===== config.mk =====
export PLATFORM = sky130hd
export DESIGN_NAME = wormhole_switch_allocator_flat
export DESIGN_NICKNAME = d
export VERILOG_FILES = /design/src/rtl/wormhole_switch_allocator_pkg.sv /design/src/rtl/wormhole_switch_allocator_if.sv /design/src/rtl/wormhole_switch_allocator_rr_arbiter.sv /design/src/rtl/wormhole_switch_allocator.sv /design/src/flat_wrapper.sv
export SDC_FILE = /design/constraint.sdc
export NUM_CORES = 1
export LEC_CHECK = 0
export BUFFER_PORTS_ARGS = -buffer_cell sky130_fd_sc_hd__buf_4
export CAP_MARGIN = 20
export CORE_MARGIN = 2
export CORE_UTILIZATION = 25
export DETAILED_ROUTE_END_ITERATION = 10
export HOLD_SLACK_MARGIN = 0.05
export PLACE_DENSITY = 0.37
export SYNTH_ARGS = -nofsm -noshare
export SYNTH_HDL_FRONTEND = slang
export SYNTH_SLANG_ARGS = --single-unit
export TNS_END_PERCENT = 30

===== constraint.sdc =====
create_clock -name clk -period 6.25 [get_ports clk]
set_clock_uncertainty 0.2 [all_clocks]
set_input_delay 0.625 -clock clk [delete_from_list [all_inputs] [get_ports clk]]
set_output_delay 0.625 -clock clk [all_outputs]
set_load 0.005 [all_outputs]

===== src/rtl/wormhole_switch_allocator_pkg.sv =====
// Shared types and helpers for the single-VC wormhole switch allocator.
package wormhole_switch_allocator_pkg;

  localparam int PORT_NUM  = 5;
  localparam int PORT_SIZE = 3;

  typedef enum logic [PORT_SIZE-1:0] {
    LOCAL = 3'd0,
    NORTH = 3'd1,
    SOUTH = 3'd2,
    WEST  = 3'd3,
    EAST  = 3'd4
  } port_t;

  typedef enum logic [1:0] {
    HEAD     = 2'd0,
    BODY     = 2'd1,
    TAIL     = 2'd2,
    HEADTAIL = 2'd3
  } flit_label_t;

  typedef enum logic {
    ALLOC_IDLE,
    ALLOC_LOCKED
  } alloc_state_t;

  function automatic logic is_head(input flit_label_t lab);
    return (lab == HEAD) || (lab == HEADTAIL);
  endfunction

  function automatic logic [PORT_SIZE-1:0] next_ptr(input logic [PORT_SIZE-1:0] p);
    return (p >= PORT_SIZE'(PORT_NUM - 1)) ? '0 : p + 1'b1;
  endfunction

endpackage


===== src/rtl/wormhole_switch_allocator_if.sv =====
// Request/grant bundle between the input buffers, the allocator and the crossbar.
interface wormhole_switch_allocator_if;
  import wormhole_switch_allocator_pkg::*;

  logic [PORT_NUM-1:0]                req_valid_i;
  logic [PORT_NUM-1:0][PORT_SIZE-1:0] req_port_i;
  logic [PORT_NUM-1:0][1:0]           req_label_i;
  logic [PORT_NUM-1:0]                out_ready_i;
  logic [PORT_NUM-1:0]                grant_o;
  logic [PORT_NUM-1:0][PORT_SIZE-1:0] xbar_sel_o;
  logic [PORT_NUM-1:0]                xbar_valid_o;
  logic [PORT_NUM-1:0]                lock_o;
  logic                               proto_err_o;

  modport master (
    output req_valid_i, req_port_i, req_label_i, out_ready_i,
    input  grant_o, xbar_sel_o, xbar_valid_o, lock_o, proto_err_o
  );

  modport slave (
    input  req_valid_i, req_port_i, req_label_i, out_ready_i,
    output grant_o, xbar_sel_o, xbar_valid_o, lock_o, proto_err_o
  );

endinterface


===== src/rtl/wormhole_switch_allocator_rr_arbiter.sv =====
// Combinational round-robin search: first request at or after ptr, wrapping at N.
module rr_arbiter #(
  parameter int N = 5,
  parameter int W = 3
) (
  input  logic [N-1:0] req,
  input  logic [W-1:0] ptr,
  output logic [N-1:0] gnt,
  output logic [W-1:0] idx,
  output logic         any
);

  always_comb begin
    gnt = '0;
    idx = '0;
    any = 1'b0;
    for (int k = 0; k < N; k++) begin
      if (!any && req[(int'(ptr) + k) % N]) begin
        any                        = 1'b1;
        gnt[(int'(ptr) + k) % N]   = 1'b1;
        idx                        = W'((int'(ptr) + k) % N);
      end
    end
  end

endmodule


===== src/rtl/wormhole_switch_allocator.sv =====
// Per-output wormhole allocation: round-robin on head flits, locked to the owner until its tail.
//   state        | meaning
//   ALLOC_IDLE   | output free; arbitrate HEAD/HEADTAIL requests from rr_ptr
//   ALLOC_LOCKED | output held by owner until its TAIL is granted
module wormhole_switch_allocator
  import wormhole_switch_allocator_pkg::*;
(
  input logic                        clk,
  input logic                        rst_n,
  wormhole_switch_allocator_if.slave bus
);

  alloc_state_t [PORT_NUM-1:0]        state;
  logic [PORT_NUM-1:0][PORT_SIZE-1:0] owner;
  logic [PORT_NUM-1:0][PORT_SIZE-1:0] rr_ptr;
  logic                               proto_err_q;

  // request matrices are indexed [output][input]
  logic [PORT_NUM-1:0][PORT_NUM-1:0]  tgt, cand, arb_gnt, out_gnt;
  logic [PORT_NUM-1:0][PORT_SIZE-1:0] arb_idx, out_idx;
  logic [PORT_NUM-1:0]                arb_any, out_valid, out_err;
  logic [PORT_NUM-1:0]                malformed, head_mask, lock, grant;

  always_comb begin
    for (int i = 0; i < PORT_NUM; i++) begin
      malformed[i] = bus.req_valid_i[i] && (bus.req_port_i[i] >= PORT_SIZE'(PORT_NUM));
      head_mask[i] = is_head(flit_label_t'(bus.req_label_i[i]));
    end
    for (int o = 0; o < PORT_NUM; o++) begin
      for (int i = 0; i < PORT_NUM; i++) begin
        tgt[o][i]  = bus.req_valid_i[i] && (bus.req_port_i[i] == PORT_SIZE'(o));
        cand[o][i] = tgt[o][i] && head_mask[i];
      end
    end
  end

  for (genvar o = 0; o < PORT_NUM; o++) begin : g_out
    rr_arbiter #(.N(PORT_NUM), .W(PORT_SIZE)) u_arb (
      .req (cand[o]),
      .ptr (rr_ptr[o]),
      .gnt (arb_gnt[o]),
      .idx (arb_idx[o]),
      .any (arb_any[o])
    );
  end

  always_comb begin
    for (int o = 0; o < PORT_NUM; o++) begin
      out_gnt[o]   = '0;
      out_valid[o] = 1'b0;
      out_idx[o]   = '0;
      out_err[o]   = 1'b0;
      if (state[o] == ALLOC_IDLE) begin
        out_valid[o] = arb_any[o] && bus.out_ready_i[o];
        out_idx[o]   = arb_idx[o];
        out_gnt[o]   = arb_gnt[o];
        out_err[o]   = |(tgt[o] & ~head_mask);
      end else begin
        out_valid[o] = tgt[o][owner[o]] && !head_mask[owner[o]] && bus.out_ready_i[o];
        out_idx[o]   = owner[o];
        out_gnt[o]   = PORT_NUM'(1) << owner[o];
        out_err[o]   = tgt[o][owner[o]] && head_mask[owner[o]];
      end
      if (!out_valid[o]) begin
        out_gnt[o] = '0;
        out_idx[o] = '0;
      end
    end
  end

  always_comb begin
    grant = '0;
    for (int o = 0; o < PORT_NUM; o++) begin
      grant = grant | out_gnt[o];
      lock[o] = (state[o] == ALLOC_LOCKED);
    end
  end

  always_ff @(posedge clk or negedge rst_n) begin
    if (!rst_n) begin
      for (int o = 0; o < PORT_NUM; o++) state[o] <= ALLOC_IDLE;
      owner       <= '0;
      rr_ptr      <= '0;
      proto_err_q <= 1'b0;
    end else begin
      proto_err_q <= (|out_err) || (|malformed);
      for (int o = 0; o < PORT_NUM; o++) begin
        if (out_valid[o]) begin
          if (state[o] == ALLOC_IDLE) begin
            rr_ptr[o] <= next_ptr(out_idx[o]);
            if (flit_label_t'(bus.req_label_i[out_idx[o]]) == HEAD) begin
              state[o] <= ALLOC_LOCKED;
              owner[o] <= out_idx[o];
            end
          end else if (flit_label_t'(bus.req_label_i[owner[o]]) == TAIL) begin
            // the tail releases at this edge; waiting heads arbitrate next cycle
            state[o] <= ALLOC_IDLE;
          end
        end
      end
    end
  end

  assign bus.grant_o      = grant;
  assign bus.xbar_sel_o   = out_idx;
  assign bus.xbar_valid_o = out_valid;
  assign bus.lock_o       = lock;
  assign bus.proto_err_o  = proto_err_q;

endmodule


===== src/flat_wrapper.sv =====
// flat-port wrapper written by rule: the top's interface ports become plain ports
module wormhole_switch_allocator_flat import wormhole_switch_allocator_pkg::*;
  (clk, rst_n, bus_req_valid_i, bus_req_port_i, bus_req_label_i, bus_out_ready_i, bus_grant_o, bus_xbar_sel_o, bus_xbar_valid_o, bus_lock_o, bus_proto_err_o);
  wormhole_switch_allocator_if bus_i ();
  input logic clk;
  input logic rst_n;
  input wire logic [$bits(bus_i.req_valid_i)-1:0] bus_req_valid_i;
  input wire logic [$bits(bus_i.req_port_i)-1:0] bus_req_port_i;
  input wire logic [$bits(bus_i.req_label_i)-1:0] bus_req_label_i;
  input wire logic [$bits(bus_i.out_ready_i)-1:0] bus_out_ready_i;
  output wire logic [$bits(bus_i.grant_o)-1:0] bus_grant_o;
  output wire logic [$bits(bus_i.xbar_sel_o)-1:0] bus_xbar_sel_o;
  output wire logic [$bits(bus_i.xbar_valid_o)-1:0] bus_xbar_valid_o;
  output wire logic [$bits(bus_i.lock_o)-1:0] bus_lock_o;
  output wire logic [$bits(bus_i.proto_err_o)-1:0] bus_proto_err_o;
  assign bus_i.req_valid_i = bus_req_valid_i;
  assign bus_i.req_port_i = bus_req_port_i;
  assign bus_i.req_label_i = bus_req_label_i;
  assign bus_i.out_ready_i = bus_out_ready_i;
  assign bus_grant_o = bus_i.grant_o;
  assign bus_xbar_sel_o = bus_i.xbar_sel_o;
  assign bus_xbar_valid_o = bus_i.xbar_valid_o;
  assign bus_lock_o = bus_i.lock_o;
  assign bus_proto_err_o = bus_i.proto_err_o;
  wormhole_switch_allocator u_core (.clk(clk), .rst_n(rst_n), .bus(bus_i));
endmodule

==> qor.csv <==
stage,metric,value,unit
grt,vias in the first global route,18200,
sta,min Tclk post-route,6120,ps
cells_and_area,Fill cells,7178,
yosys,number of flops mapped to enable cells by yosys,0,
yosys,post-synth net total,2503,
place,RD Place Congestion,0.942,
detailed_routing,WL/cell,22.3,um
die,row cnt,93,
detailed_routing,DRC errors left,0,
sta,Final Setup Violations,0,
sta,Post-Route Setup TNS,0,ps
place,I/O Buffers,67,
critical_path,Required @ worst endpoint,5420,ps
grt,initial antenna violation count,8,
run_status,status,completed,
critical_path,Reg-to-Reg Start,u_core.rr_ptr[3],
detailed_routing,Vias/cell,5.80,
die,IO Count,68,
worst_hold_path,Hold Crit Class,in -> async,
place,worst slack at placement,34.2,ps
yosys,#FFs+latches synth,36,
critical_path,CP Class,reg -> out,
sta,Min Hold Slack,141,ps
die,initial core utilization,0.252,
yosys,Yosys top cell area share,0.111,
yosys,cell taking the most area after synthesis,ha_1,
sta,Slew headroom,0.311,
detailed_routing,Iter 0 DRT Violations,1515,
yosys,top-count cell post-synth,nand2_1,
yosys,Synth top cells by count,"nand2_1, nor2_1, o21ai_0",
cells_and_area,share of cells above drive strength 1,0.188,
critical_path,Worst Setup End Kind,primary output,
cts,clk_lat worst skew,320,ps
yosys,Ys Warns,0,
yosys,register area share after synthesis,0.0557,
cts,Max clock buf depth,2,
yosys,Synth Flop Type,dfrtp_1,
sta,measured slew at the worst slew-check pin,1030,ps
critical_path,CP max FO,25,
critical_path,WP data arrival,5290,ps
sta,final slew viol count,0,
yosys,async set-or-reset flop fraction in the synthesized netlist,1.00,
grt,grt total ovfl,0,
grt,first-pass GRT wire length,111,mm
power_and_ir_drop,PD cells,525,nW/um^2
detailed_routing,post-route ant nets,0,
sta,RSZ-0062 raised after global routing,true,
sta,final setup margin,133,ps
yosys,Synth cell types,130,
detailed_routing,via total after detailed routing,19100,
cells_and_area,Nets,2605,
yosys,largest cells by area after synthesis,"ha_1, dfrtp_1, nand2_1, nor2_1, o21ai_0",
power_and_ir_drop,LEAKAGE,7.48,nW
die,Die Y,258,um
cts,Hold Buf Count CTS,0,
yosys,synthesized area,16200,sq um
cts,clk slew on worst S/H paths,80,ps
critical_path,crit path launch type,flip-flop,
die,DIE AREA,66700,sq um
yosys,Syn Area/Cell,6.96,sq um
detailed_routing,First-pass DRT Iterations,6,
grt,Global Route Usage Sum,0.211,
sta,period utilization,0.979,
cts,Sink Count,36,
power_and_ir_drop,Peak supply drop,0.161,mV
cts,Root Driver,clkbuf_16,
cts,CTS tree,done,
flow_run,max-cap viol count,0,
sta,f_max,0.163,GHz
critical_path,CP startpoint,u_core.rr_ptr[0],
cts,Max H-tree Level,2,
place,placed cells,3264,
die,core area,64200,sq um
sta,final hold vios,0,
cells_and_area,synthesis-to-finish area growth,16.8,%
die,Die X,258,um
grt,largest net degree at the start of global routing,37,
place,dpl hpwl,59.1,mm
cts,CTS Buf Count,5,
yosys,Post-Syn Instances,2322,
cells_and_area,Finished Layout Cells,3284,
detailed_routing,final WL,73.3,mm
-- cell type report --
cell class,instances,area (sq um),share of cell area
antenna,4,10.0,0.000530
clock buffer,5,125,0.00663
clock inverter,3,18.8,0.000995
inverter,132,500,0.0265
multi-input combinational,2023,14500,0.771
sequential,36,903,0.0479
tap,855,1070,0.0567
timing repair buffer,226,1700,0.0901
-- per-layer routing --
metal	part of all wire	GRT usage	wire, um
met1	0.46	0.288	34000
met2	0.47	0.353	34300
met3	0.043	0.0161	3120
met4	0.026	0.0639	1890
met5	0.00044	0	32
-- cells in the final DEF (no fill, tap or decap), drive strengths merged, types with 45 or more instances in the layout --
cell / synthesis / layout
a31oi: 45 / 45
inv: 128 / 128
nor3: 75 / 75
ha: 143 / 143
buf: 53 / 226
nor2: 206 / 206
a21oi: 137 / 137
nand3: 90 / 90
nand2: 207 / 207
xnor2: 52 / 52
o21ai: 158 / 158
mux2i: 52 / 52
-- through the flow --
step                      utilization  instance area [sq um]  total power, mW
final                           0.294                  18900             9.91
after global routing            0.294                  18900             10.8
after CTS                       0.289                  18600             9.57
after detailed placement        0.285                  18300             9.14
after global placement          0.285                  18300             9.13
after floorplan                     -                  16200             6.39
-- timing repair --
| item | 4_1_cts | 5_1_grt |
|---|---|---|
| pin swaps | 1 | 16 |
| endpoints found under the setup margin | 5 | 6 |
| buffers inserted | 2 | 6 |
| resized for setup | 19 | 64 |
-- final timing paths --
| path | endpoint | slack [ps] | cells after the start |
|---|---|---|---|
| worst min register to register | u_core.owner[5] | 500 | 2 |
| min in group clk | u_core.owner[5] | 500 | 2 |
| worst max register to register | u_core.owner[3] | 730 | 18 |
| max in group asynchronous | u_core.rr_ptr[2] | 5200 | 1 |
| worst max-delay path | bus_grant_o[2] | 130 | 18 |
| worst min-delay path | u_core.rr_ptr[11] | 140 | 1 |
-- report_power, final --
group / internal [mW] / total (mW) / switching (mW)
logic: 3.52 / 9.06 / 5.54
clock network: 0.149 / 0.301 / 0.152
registers: 0.317 / 0.544 / 0.227
-- critical path: stages (launching register included) --
cell and delay [ps]:
dfrtp_1 350, buf_4 300, ha_2 290, xnor2_4 160, nand2_1 90, ha_1 270, nand3_1 110, o31ai_1 180
or4_4 510, or4_1 560, o211ai_2 130, a311o_1 300, a2111oi_2 80, buf_4 170, nand3b_1 150, a31oi_1 200
or4_1 560, or3_4 390, buf_4 160
-- flip-flops by register name (all words and copies together), names as in the netlist --
name,count
u_core.owner,15
u_core.rr_ptr,15
u_core.bus.proto_err_o,1
u_core.bus.lock_o,5
-- logic make-up after synthesis --
logic type / Yosys count / share of synthesized area
adder cells (fa/ha/maj): 144 / 0.112
AND/OR/NAND/NOR: 927 / 0.302
XOR/XNOR: 65 / 0.0394
multiplexers: 87 / 0.0653
AO/OA/AOI/OAI: 800 / 0.360
buffers and inverters: 263 / 0.0661
flip-flops: 36 / 0.0557
Power figures use the tool's default switching activity.
